**config.mk**
```make
export PLATFORM = sky130hd
export DESIGN_NAME = prog_loader
export DESIGN_NICKNAME = d
export VERILOG_FILES = /design/src/rtl/loader_pkg.sv /design/src/rtl/loader_xsum.sv /design/src/rtl/prog_loader.sv
export SDC_FILE = /design/constraint.sdc
export NUM_CORES = 1
export LEC_CHECK = 0
export ABC_AREA = 1
export CAP_MARGIN = 5
export CORE_MARGIN = 2
export CORE_UTILIZATION = 40
export DETAILED_ROUTE_END_ITERATION = 10
export PLACE_DENSITY = 0.64
export SYNTH_ARGS = -nofsm -noshare
export SYNTH_HDL_FRONTEND = slang
export SYNTH_HIERARCHICAL = 1
export SYNTH_SLANG_ARGS = --single-unit
```
**constraint.sdc**
```tcl
create_clock -name clk -period 3.8 [get_ports clk]
set_input_delay 0.76 -clock clk [delete_from_list [all_inputs] [get_ports clk]]
set_output_delay 0.76 -clock clk [all_outputs]
set_load 0.02 [all_outputs]
```
**src/rtl/loader_pkg.sv**
```systemverilog
`default_nettype none
// ============================================================================
// Module      : loader_pkg
// Description : Shared widths and state encoding for the program loader.
//               The CSUM state exists only when LOADER_CHECKSUM_EN is defined.
// Revision    : 1.0 - initial release
// ============================================================================
package loader_pkg;

  localparam int IM_ADDR_W = 8;   // instruction-memory address width
  localparam int INSTR_W   = 9;   // instruction word width
  localparam int CNT_W     = 9;   // word counter, holds 1..256

  typedef enum logic [2:0] {
    S_IDLE  = 3'd0,
    S_LEN   = 3'd1,
    S_LO    = 3'd2,
    S_HI    = 3'd3,
    S_WRITE = 3'd4,
    S_DONE  = 3'd5,
`ifdef LOADER_CHECKSUM_EN
    S_ERR   = 3'd6,
    S_CSUM  = 3'd7
`else
    S_ERR   = 3'd6
`endif
  } state_e;

endpackage : loader_pkg
`default_nettype wire

```
**src/rtl/loader_xsum.sv**
```systemverilog
`default_nettype none
// ============================================================================
// Module      : loader_xsum
// Description : Byte-wide running XOR accumulator with synchronous clear and
//               enable. Clear has priority over enable.
// Ports       : clk, reset (async active-low), clr_i, en_i, byte_i[7:0],
//               sum_o[7:0] (current accumulated XOR)
// Revision    : 1.0 - initial release
// ============================================================================
module loader_xsum (
  input  logic       clk,
  input  logic       reset,
  input  logic       clr_i,
  input  logic       en_i,
  input  logic [7:0] byte_i,
  output logic [7:0] sum_o
);

  logic [7:0] sum_q;

  always_ff @(posedge clk or negedge reset) begin
    if (!reset) begin
      sum_q <= 8'h00;
    end else if (clr_i) begin
      sum_q <= 8'h00;
    end else if (en_i) begin
      sum_q <= sum_q ^ byte_i;
    end
  end

  assign sum_o = sum_q;

endmodule : loader_xsum
`default_nettype wire

```
**src/rtl/prog_loader.sv**
```systemverilog
`default_nettype none
// ============================================================================
// Module      : prog_loader
// Description : Loads a byte stream into instruction memory while holding the
//               core in reset. Stream format: N, then N+1 words as (LO, HI),
//               where HI carries only bit 8 of the word. Optional checksum
//               byte (XOR of all LEN/LO/HI bytes) when LOADER_CHECKSUM_EN is
//               defined.
// Ports       : clk, reset (async active-low)
//               start                      - load request pulse
//               rx_valid, rx_byte, rx_ready - byte stream handshake
//               im_we, im_addr, im_wdata    - instruction-memory write port
//               core_hold                   - holds core in reset (not in DONE)
//               done, error                 - load outcome, sticky until start
// Macro       : LOADER_CHECKSUM_EN enables the CSUM state and loader_xsum.
// Revision    : 1.0 - initial release
// ============================================================================
module prog_loader
  import loader_pkg::*;
(
  input  logic                 clk,
  input  logic                 reset,
  input  logic                 start,
  input  logic                 rx_valid,
  input  logic [7:0]           rx_byte,
  output logic                 rx_ready,
  output logic                 im_we,
  output logic [IM_ADDR_W-1:0] im_addr,
  output logic [INSTR_W-1:0]   im_wdata,
  output logic                 core_hold,
  output logic                 done,
  output logic                 error
);

  state_e               state_q, state_d;
  logic [CNT_W-1:0]     cnt_q;        // words still to be written
  logic [IM_ADDR_W-1:0] im_addr_q;
  logic [INSTR_W-1:0]   im_wdata_q;
  logic                 rx_ready_q;
  logic                 im_we_q;
  logic                 core_hold_q;
  logic                 done_q;
  logic                 error_q;

  logic                 w_xfer;
  logic                 w_start_acc;

  // rx_ready is a register, so the handshake never loops through rx_valid.
  assign w_xfer      = rx_valid && rx_ready_q;
  assign w_start_acc = start && ((state_q == S_IDLE) || (state_q == S_DONE) ||
                                 (state_q == S_ERR));

`ifdef LOADER_CHECKSUM_EN
  logic [7:0] w_sum;
  logic       w_sum_en;

  assign w_sum_en = w_xfer && ((state_q == S_LEN) || (state_q == S_LO) ||
                               (state_q == S_HI));

  loader_xsum u_xsum (
    .clk    (clk),
    .reset  (reset),
    .clr_i  (w_start_acc),
    .en_i   (w_sum_en),
    .byte_i (rx_byte),
    .sum_o  (w_sum)
  );
`endif

  // Next-state decode
  always_comb begin
    state_d = state_q;
    case (state_q)
      S_IDLE, S_DONE, S_ERR: begin
        if (start) state_d = S_LEN;
      end
      S_LEN: begin
        if (w_xfer) state_d = S_LO;
      end
      S_LO: begin
        if (w_xfer) state_d = S_HI;
      end
      S_HI: begin
        // Only bit 0 of the HI byte is meaningful; anything above is a fault.
        if (w_xfer) state_d = (rx_byte[7:1] == 7'd0) ? S_WRITE : S_ERR;
      end
      S_WRITE: begin
`ifdef LOADER_CHECKSUM_EN
        state_d = (cnt_q == CNT_W'(1)) ? S_CSUM : S_LO;
`else
        state_d = (cnt_q == CNT_W'(1)) ? S_DONE : S_LO;
`endif
      end
`ifdef LOADER_CHECKSUM_EN
      S_CSUM: begin
        if (w_xfer) state_d = (rx_byte == w_sum) ? S_DONE : S_ERR;
      end
`endif
      default: state_d = S_IDLE;
    endcase
  end

  // State, datapath and registered outputs (outputs decoded from state_d so
  // they line up with the state they describe).
  always_ff @(posedge clk or negedge reset) begin
    if (!reset) begin
      state_q     <= S_IDLE;
      cnt_q       <= '0;
      im_addr_q   <= '0;
      im_wdata_q  <= '0;
      rx_ready_q  <= 1'b0;
      im_we_q     <= 1'b0;
      core_hold_q <= 1'b1;
      done_q      <= 1'b0;
      error_q     <= 1'b0;
    end else begin
      state_q     <= state_d;
`ifdef LOADER_CHECKSUM_EN
      rx_ready_q  <= (state_d == S_LEN) || (state_d == S_LO) ||
                     (state_d == S_HI)  || (state_d == S_CSUM);
`else
      rx_ready_q  <= (state_d == S_LEN) || (state_d == S_LO) ||
                     (state_d == S_HI);
`endif
      im_we_q     <= (state_d == S_WRITE);
      core_hold_q <= (state_d != S_DONE);
      done_q      <= (state_d == S_DONE);
      error_q     <= (state_d == S_ERR);

      case (state_q)
        S_IDLE, S_DONE, S_ERR: begin
          if (w_start_acc) begin
            cnt_q     <= '0;
            im_addr_q <= '0;
          end
        end
        S_LEN: begin
          if (w_xfer) cnt_q <= {1'b0, rx_byte} + CNT_W'(1);
        end
        S_LO: begin
          if (w_xfer) im_wdata_q[7:0] <= rx_byte;
        end
        S_HI: begin
          if (w_xfer && (rx_byte[7:1] == 7'd0)) im_wdata_q[8] <= rx_byte[0];
        end
        S_WRITE: begin
          // Address wraps naturally at 256; the counter stops the load first.
          im_addr_q <= im_addr_q + IM_ADDR_W'(1);
          cnt_q     <= cnt_q - CNT_W'(1);
        end
        default: ;
      endcase
    end
  end

  assign rx_ready  = rx_ready_q;
  assign im_we     = im_we_q;
  assign im_addr   = im_addr_q;
  assign im_wdata  = im_wdata_q;
  assign core_hold = core_hold_q;
  assign done      = done_q;
  assign error     = error_q;

endmodule : prog_loader
`default_nettype wire

```
### After elaboration in Yosys (flattened, before gate mapping)

Cells that the tools add are included.

* bits in registers: 34
* output and inout port bits: 22
* bits of input ports: 12

* eq/ne operators: 16
* add/sub/neg operators: 3
* mux-type cells: 12
* reduce and logical (&&, ||, !) cells: 16

Operator list (count)
* case mux 9 bit (3 select lines): 1
* equality test 3 bit (second input constant): 6
* two-way mux 9 bit: 2
* case mux 8 bit (2 select lines): 1
* two-way mux 3 bit: 5
* case mux 3 bit (5 select lines): 1
* equality test 3 x 2 -> 1 bit (second input constant): 4
* adder 8 x 1 -> 9 bit (second input constant): 1
* equality test 9 x 1 -> 1 bit (second input constant): 1
* subtractor 9 x 1 -> 9 bit (second input constant): 1
* adder 8 x 1 -> 8 bit (second input constant): 1
* two-way mux 8 bit: 1
* zero test 7 bit: 1
* equality test 3 x 1 -> 1 bit (second input constant): 2
* AND reduction 2 bit: 3
* logical OR 1 bit: 4
* != test 2 bit (second input constant): 2
* logical AND 1 bit: 3
* zero test 3 bit: 1
* != test 3 bit (second input constant): 1
* AND reduction 3 bit: 1
* nonzero test 3 bit: 1
* OR reduction 3 bit: 1
* two-way mux 2 bit: 1
* nonzero test 2 bit: 1

### Depth between registers and ports, before layout

Gate-level depths: netlist of the first run.

* depth after elaboration: 7
* mapped depth: 10

### Worst setup path after synthesis of the first run

OpenSTA, ideal clock, no wires.

* kind: input to register
* from: input port rx_valid
* to: register im_wdata_q[4], in the netlist im_wdata[4]
* stages on the path: 6
* path slack: 2.191 ns
* arrival time: 1.482 ns
* buffers on the path: 1
* cells stage by stage: nand2_1 -> nor3_1 -> inv_1 -> buf_2 -> nand2_1 -> o21ai_0

* cells in the longest elaborated chain, start to end: 2

RTL lines
* from (decl): line prog_loader.sv:24 `input logic rx_valid,`
* logical AND 1 bit: line prog_loader.sv:49 `assign w_xfer = rx_valid && rx_ready_q;`
* AND reduction 2 bit (no source line)
* to (signal assigned): line prog_loader.sv:141 `if (w_xfer) im_wdata_q[7:0] <= rx_byte;`
* to (decl): line prog_loader.sv:38 `logic [INSTR_W-1:0] im_wdata_q;`

No other way between the ends.
A chain may end at the register's enable or synchronous reset.

### Worst setup path in the final report of the first run

* from: register core_hold_q, in the netlist core_hold
* to: output port core_hold

RTL lines
* from (decl): line prog_loader.sv:41 `logic core_hold_q;`
* from (signal assigned): line prog_loader.sv:126 `core_hold_q <= (state_d != S_DONE);`
* to (decl): line prog_loader.sv:30 `output logic core_hold,`

No word-level cell between the ends.

==> flow_metrics.tcl, run 1 <==
set metrics [dict create \
    status "finished, final reports clean" \
    cts_buffers 5 \
    drive_above_1_share 0.0651 \
    drv_cap 0 \
    nets 322 \
    drtPass1Iterations 4 \
    worst-path-max-fanout 1 \
    r2r_cells 7 \
    final_cell_count_no_fill 374 \
    path_delay_family "buffers and inverters" \
    fmax_mhz 467 \
    ioPinCount 34 \
    final-max-slew-violation-count 0 \
    overflow 0 \
    numPlacedInstances 366 \
    reg2reg_slack_ps 2070 \
    place_congestion 0.872 \
    power_density_nw_per_um2 754 \
    finalPower_mw 1.89 \
    cts.sinks 34 \
    clock_latency_ps 280 \
    drt_iter0_markers 73 \
    path_clk_slew_ps 70 \
    leakage_nw 1.23 \
    multi_input_area_sq_um 951 \
    start_util 0.414 \
    critPathCapture "core_hold" \
    worst-path-buf-inv 1 \
    max_slew_margin 0.708 \
    min_path_type "reg2reg" \
    syn_inst 267 \
    startpoint "core_hold" \
    cts_tree "built" \
    grt_pass1_wl_microns 7280 \
    fin_crit_sh 0.564 \
    cts_hold_buf 0 \
    cts_resized 0 \
    nFillCells 445 \
    slowest_stage "clkdlybuf4s50_1" \
    critical_path_cell_count 1 \
    hp-start "im_wdata[1]" \
    criticalPathCategory "reg2out" \
    antenna_found_initial 0 \
    die_area_sq_um 5460 \
    yosysWarnings 6 \
    start_kind "flip-flop" \
    die_y_microns 73.9 \
    h-tree-depth 2 \
    final-hold-violation-count 0 \
    min_period_ps 2140 \
    grt_max_degree 35 \
    max_stage_delay_ps 590 \
    r2r-end "cnt_q[3]" \
    clockRootBuffer "clkbuf_8" \
    synth_fp_nets 283 \
    area_delta_synth_final_pct 28.2 \
    fin_tns_setup_ps 0 \
    synth-seq-cells 34 \
    fp.coreArea_sq_um 4720 \
    cts_post_setup_buffers_inserted 0 \
    drc_errors 0 \
    fin_skew_ps 5.78 \
    track_usage 0.171 \
    yosysSeqAreaShare 0.436 \
    avgSynthCellArea_sq_um 7.32 \
    arrival_ps 1380 \
    vias_per_cell 4.77 \
    synthTopCellsByArea "dfrtp_1 (42%), nand2_1 (17%), nand3_1 (7.2%)" \
    clockBufferDepth 2 \
    grt_pass1_vias 1663 \
    synth_area_sq_um 1950 \
    vias 1785 \
    io_buffer_count 33 \
    critPathRequiredTime_ps 3040 \
    setup_viol 0 \
    worstSetupEndpointType "output pin" \
    path_cells "clkdlybuf4s50_1" \
    wire_per_inst_microns 11.3 \
    num_antenna_cells 0 \
    place.detailed.hpwl_microns 3190 \
    vdd_drop_max_v 0.000362 \
    synth_top_area_share 0.423 \
    fp.dieW_microns 73.9 \
    ant_nets 0 \
    rsz0062_at_grt "no" \
    synth_area_leader_cell "dfrtp_1" \
    worst_pin_slew_ps 438 \
    register_area_sq_um 852 \
    fp-row-count 25 \
    worstReg2RegStart "state_q[1]" \
    wl_microns 4230 \
    min_path_cells 2 \
    ys_types 29 \
]
synthesized netlist by cell type, drive strengths merged:
| master | n |
|---|---|
| o22ai | 4 |
| nor3 | 1 |
| a22o | 1 |
| ha | 4 |
| inv | 37 |
| xnor2 | 1 |
| buf | 2 |
| and2 | 1 |
| o21a | 1 |
| nand3 | 29 |
| nand3b | 1 |
| o21ai | 23 |
| xor2 | 2 |
| o31ai | 1 |
| dfrtp | 33 |
| nand4 | 5 |
| nand2 | 89 |
| a21oi | 5 |
| nor2 | 26 |
| dfstp | 1 |
worst reg2reg max path: cells and delay by family, from the launching register on:
family                 cells  cell delay (ps)
flip-flops                 1              400
AO/OA/AOI/OAI              2              490
AND/OR/NAND/NOR            4              580
buffers and inverters      1              210
kinds of logic after synthesis:
group           synth area share
fa+ha+maj                 0.0256
compound gates             0.110
xor+xnor                  0.0134
flops                      0.436
buf+inv                   0.0775
simple gates               0.337
stage by stage:
stage	worst slack (ps)	hold WS, ps	util	cell area, sq um
6_report	1660	492	0.531	2510
5_1_grt	1620	530	0.531	2510
4_1_cts	1640	499	0.531	2510
3_5_place_dp	1540	478	0.500	2360
3_3_place_gp	1590	474	0.500	2360
2_1_floorplan	2190	464	-	1950
flip-flops by register name, indices dropped and copies added (netlist names):
name and count:
cnt_q 9, im_wdata 9, im_addr 8, state_q 3, core_hold 1, done 1, error 1, im_we 1
rx_ready 1
metal layers:
| metal | vias to the layer above | wire length (microns) | part of all wire | global-route usage |
|---|---|---|---|---|
| met1 | 818 | 2090 | 0.49 | 0.231 |
| met4 | 0 | 30 | 0.0071 | 0.0364 |
| met2 | 33 | 1950 | 0.46 | 0.278 |
| met3 | 4 | 159 | 0.038 | 0.0439 |
| met5 | - | 0 | 0 | 0 |
| li1 | 930 | - | - | - |
layout by cell type, fill, tap and decap left out, types with 2 or more instances in the layout:
cell and count:
a21oi_1 3, bufinv_16 2, clkbuf_8 6, clkdlybuf4s50_1 33, dfrtp_1 33, ha_1 4
inv_1 35, inv_2 2, nand2_1 86, nand2_2 2, nand3_1 28, nand4_1 5
nor2_1 25, o21ai_0 22, o22ai_1 4, xor2_1 2
power by group:
part           internal (mW)  leakage (nW)  total [mW]  switching (mW)
combinational          0.329         0.715       0.917           0.587
clock                  0.280        0.0714       0.412           0.132
sequential             0.477         0.448       0.561          0.0847
total                   1.09          1.23        1.89           0.804
how the worst min path moves through the flow:
stage | to | slack [ps]
after CTS | im_wdata[7] | 500
after floorplan | cnt_q[0] | 460
after global placement | im_wdata[0] | 470
final | im_wdata[1] | 490
after global routing | im_wdata[3] | 530
after detailed placement | im_wdata[1] | 480
layout make-up:
cell class,instances,area share
clock buffers,6,0.0330
clock inverters,2,0.0240
inverters,37,0.0554
multi-input cells,194,0.379
flip-flops and latches,34,0.340
well taps,67,0.0334
repair buffers,34,0.135
No activity file was read; power rests on OpenSTA's default activity.
==> run 2, diff against run 1 <==
==> constraint.sdc (replaced) <==
create_clock -name clk -period 2 [get_ports clk]
set_input_delay 0.4 -clock clk [delete_from_list [all_inputs] [get_ports clk]]
set_output_delay 0.4 -clock clk [all_outputs]
set_load 0.02 [all_outputs]
==> run 2 against run 1 <==
Net effect:
- utilization is 0.40 points lower
- clock power up 61%
- sequential cell count unchanged
- non-clock buffer count up 1
- via count is 1.7% lower
- critical endpoint unchanged
- global-route usage up 0.37 points
==> flow_metrics.tcl, run 2 (synthesized netlist as in run 1, its figures left out) <==
set metrics [dict create \
    status "finished, final reports clean" \
    nets 323 \
    worstSetupEndpointType "output pin" \
    fp.coreArea_sq_um 4720 \
    max_stage_delay_ps 590 \
    critPathRequiredTime_ps 1600 \
    final-hold-violation-count 0 \
    grt_use_met2 0.259 \
    grt_util_met3 0.0439 \
    io_buffer_count 33 \
    wire_per_inst_microns 11.2 \
    start_kind "flip-flop" \
    critical_path_cell_count 1 \
    r2r_cells 6 \
    place_area_sq_um 2370 \
    num_antenna_cells 0 \
    fp.dieW_microns 73.9 \
    clockRootBuffer "clkbuf_8" \
    slowest_stage "clkdlybuf4s50_1" \
    cts_resized 0 \
    vias_per_cell 4.68 \
    vdd_drop_max_v 0.000631 \
    ant_nets 0 \
    drt_iter0_markers 121 \
    fmax_mhz 560 \
    wl_microns 4190 \
    drive_above_1_share 0.0649 \
    fin_skew_ps 9.58 \
    leakage_nw 1.23 \
    h-tree-depth 2 \
    grt_pass1_vias 1580 \
    layout_commonest_cell "nand2_1" \
    worst-path-max-fanout 1 \
    grt_busiest_layer "met2" \
    worst_pin_slew_ps 435 \
    fin_tns_setup_ps 0 \
    track_usage 0.174 \
    drtPass1Iterations 4 \
    path_delay_family "buffers and inverters" \
    clockBufferDepth 2 \
    vias 1754 \
    rsz0062_at_grt "no" \
    area_delta_synth_final_pct 27.3 \
    final_cell_mix "nand2_1 (86), inv_1 (35), dfrtp_1 (33), clkdlybuf4s50_1 (33), nand3_1 (28)" \
    finalPower_mw 3.49 \
    fin_crit_sh 0.892 \
    cts_post_setup_buffers_inserted 0 \
    fin_util 0.527 \
    worst-path-buf-inv 1 \
    power_density_nw_per_um2 1400 \
    cts_buffers 5 \
    min_path_type "in2async" \
    grt_pass1_wl_microns 7230 \
    place_congestion 0.857 \
    start_util 0.414 \
    final-max-slew-violation-count 0 \
    die_area_sq_um 5460 \
    clock_latency_ps 290 \
    fp-row-count 25 \
    cts.sinks 34 \
    drc_errors 0 \
    cts_hold_buf 0 \
    setup_viol 0 \
    min_period_ps 1780 \
    fin_area_sq_um 2490 \
    grt_max_degree 35 \
    cts_tree "built" \
    overflow 0 \
    drv_cap 0 \
    path_cells "clkdlybuf4s50_1" \
    use_met1 0.245 \
    arrival_ps 1380 \
    ioPinCount 34 \
    place.detailed.hpwl_microns 3080 \
    max_slew_margin 0.710 \
    path_clk_slew_ps 80 \
    criticalPathCategory "reg2out" \
    hold_ws_ps 495 \
    antenna_found_initial 0 \
    die_y_microns 73.9 \
]
-- run 2: cell count changes in the layout (fill, tap and decap cells not counted), sizes merged --
cell,previous run,this run
bufinv,2,1
clkbuf,6,7
buf,1,2
-- run 2: metrics by stage --
step	instances	setup slack, ps
4_1_cts	375	207
6_report	375	216
3_5_place_dp	367	120
3_3_place_gp	367	158
5_1_grt	375	170
2_1_floorplan	267	670
-- run 2: layer usage --
layer / routed length, microns / share of wire
met5: 0 / 0
met4: 52 / 0.012
met3: 172 / 0.041
met2: 1870 / 0.45
met1: 2100 / 0.50
-- run 2: worst paths after layout --
check | from | end | slack [ps]
setup / recovery | core_hold | core_hold | 220
hold / removal | reset | im_wdata[7] | 500
setup reg to reg | state_q[1] | rx_ready | 310
hold reg to reg | im_wdata[4] | im_wdata[4] | 500
max in group asynchronous | reset | core_hold | 1140
min in group clk | im_wdata[4] | im_wdata[4] | 500
-- run 2: where the power goes --
| group | internal, mW | switching [mW] | leakage (nW) | total [mW] |
|---|---|---|---|---|
| combinational | 0.648 | 1.11 | 0.720 | 1.76 |
| clock | 0.406 | 0.257 | 0.0585 | 0.663 |
| sequential | 0.906 | 0.159 | 0.448 | 1.07 |
-- run 2: cell type report --
class | instances | area, sq um
flip-flops and latches | 34 | 852
clock buffers | 7 | 86.3
well taps | 67 | 83.8
multi-input cells | 194 | 951
repair buffers | 35 | 345
clock inverters | 1 | 30.0
fillers | 455 | 2240
inverters | 37 | 139
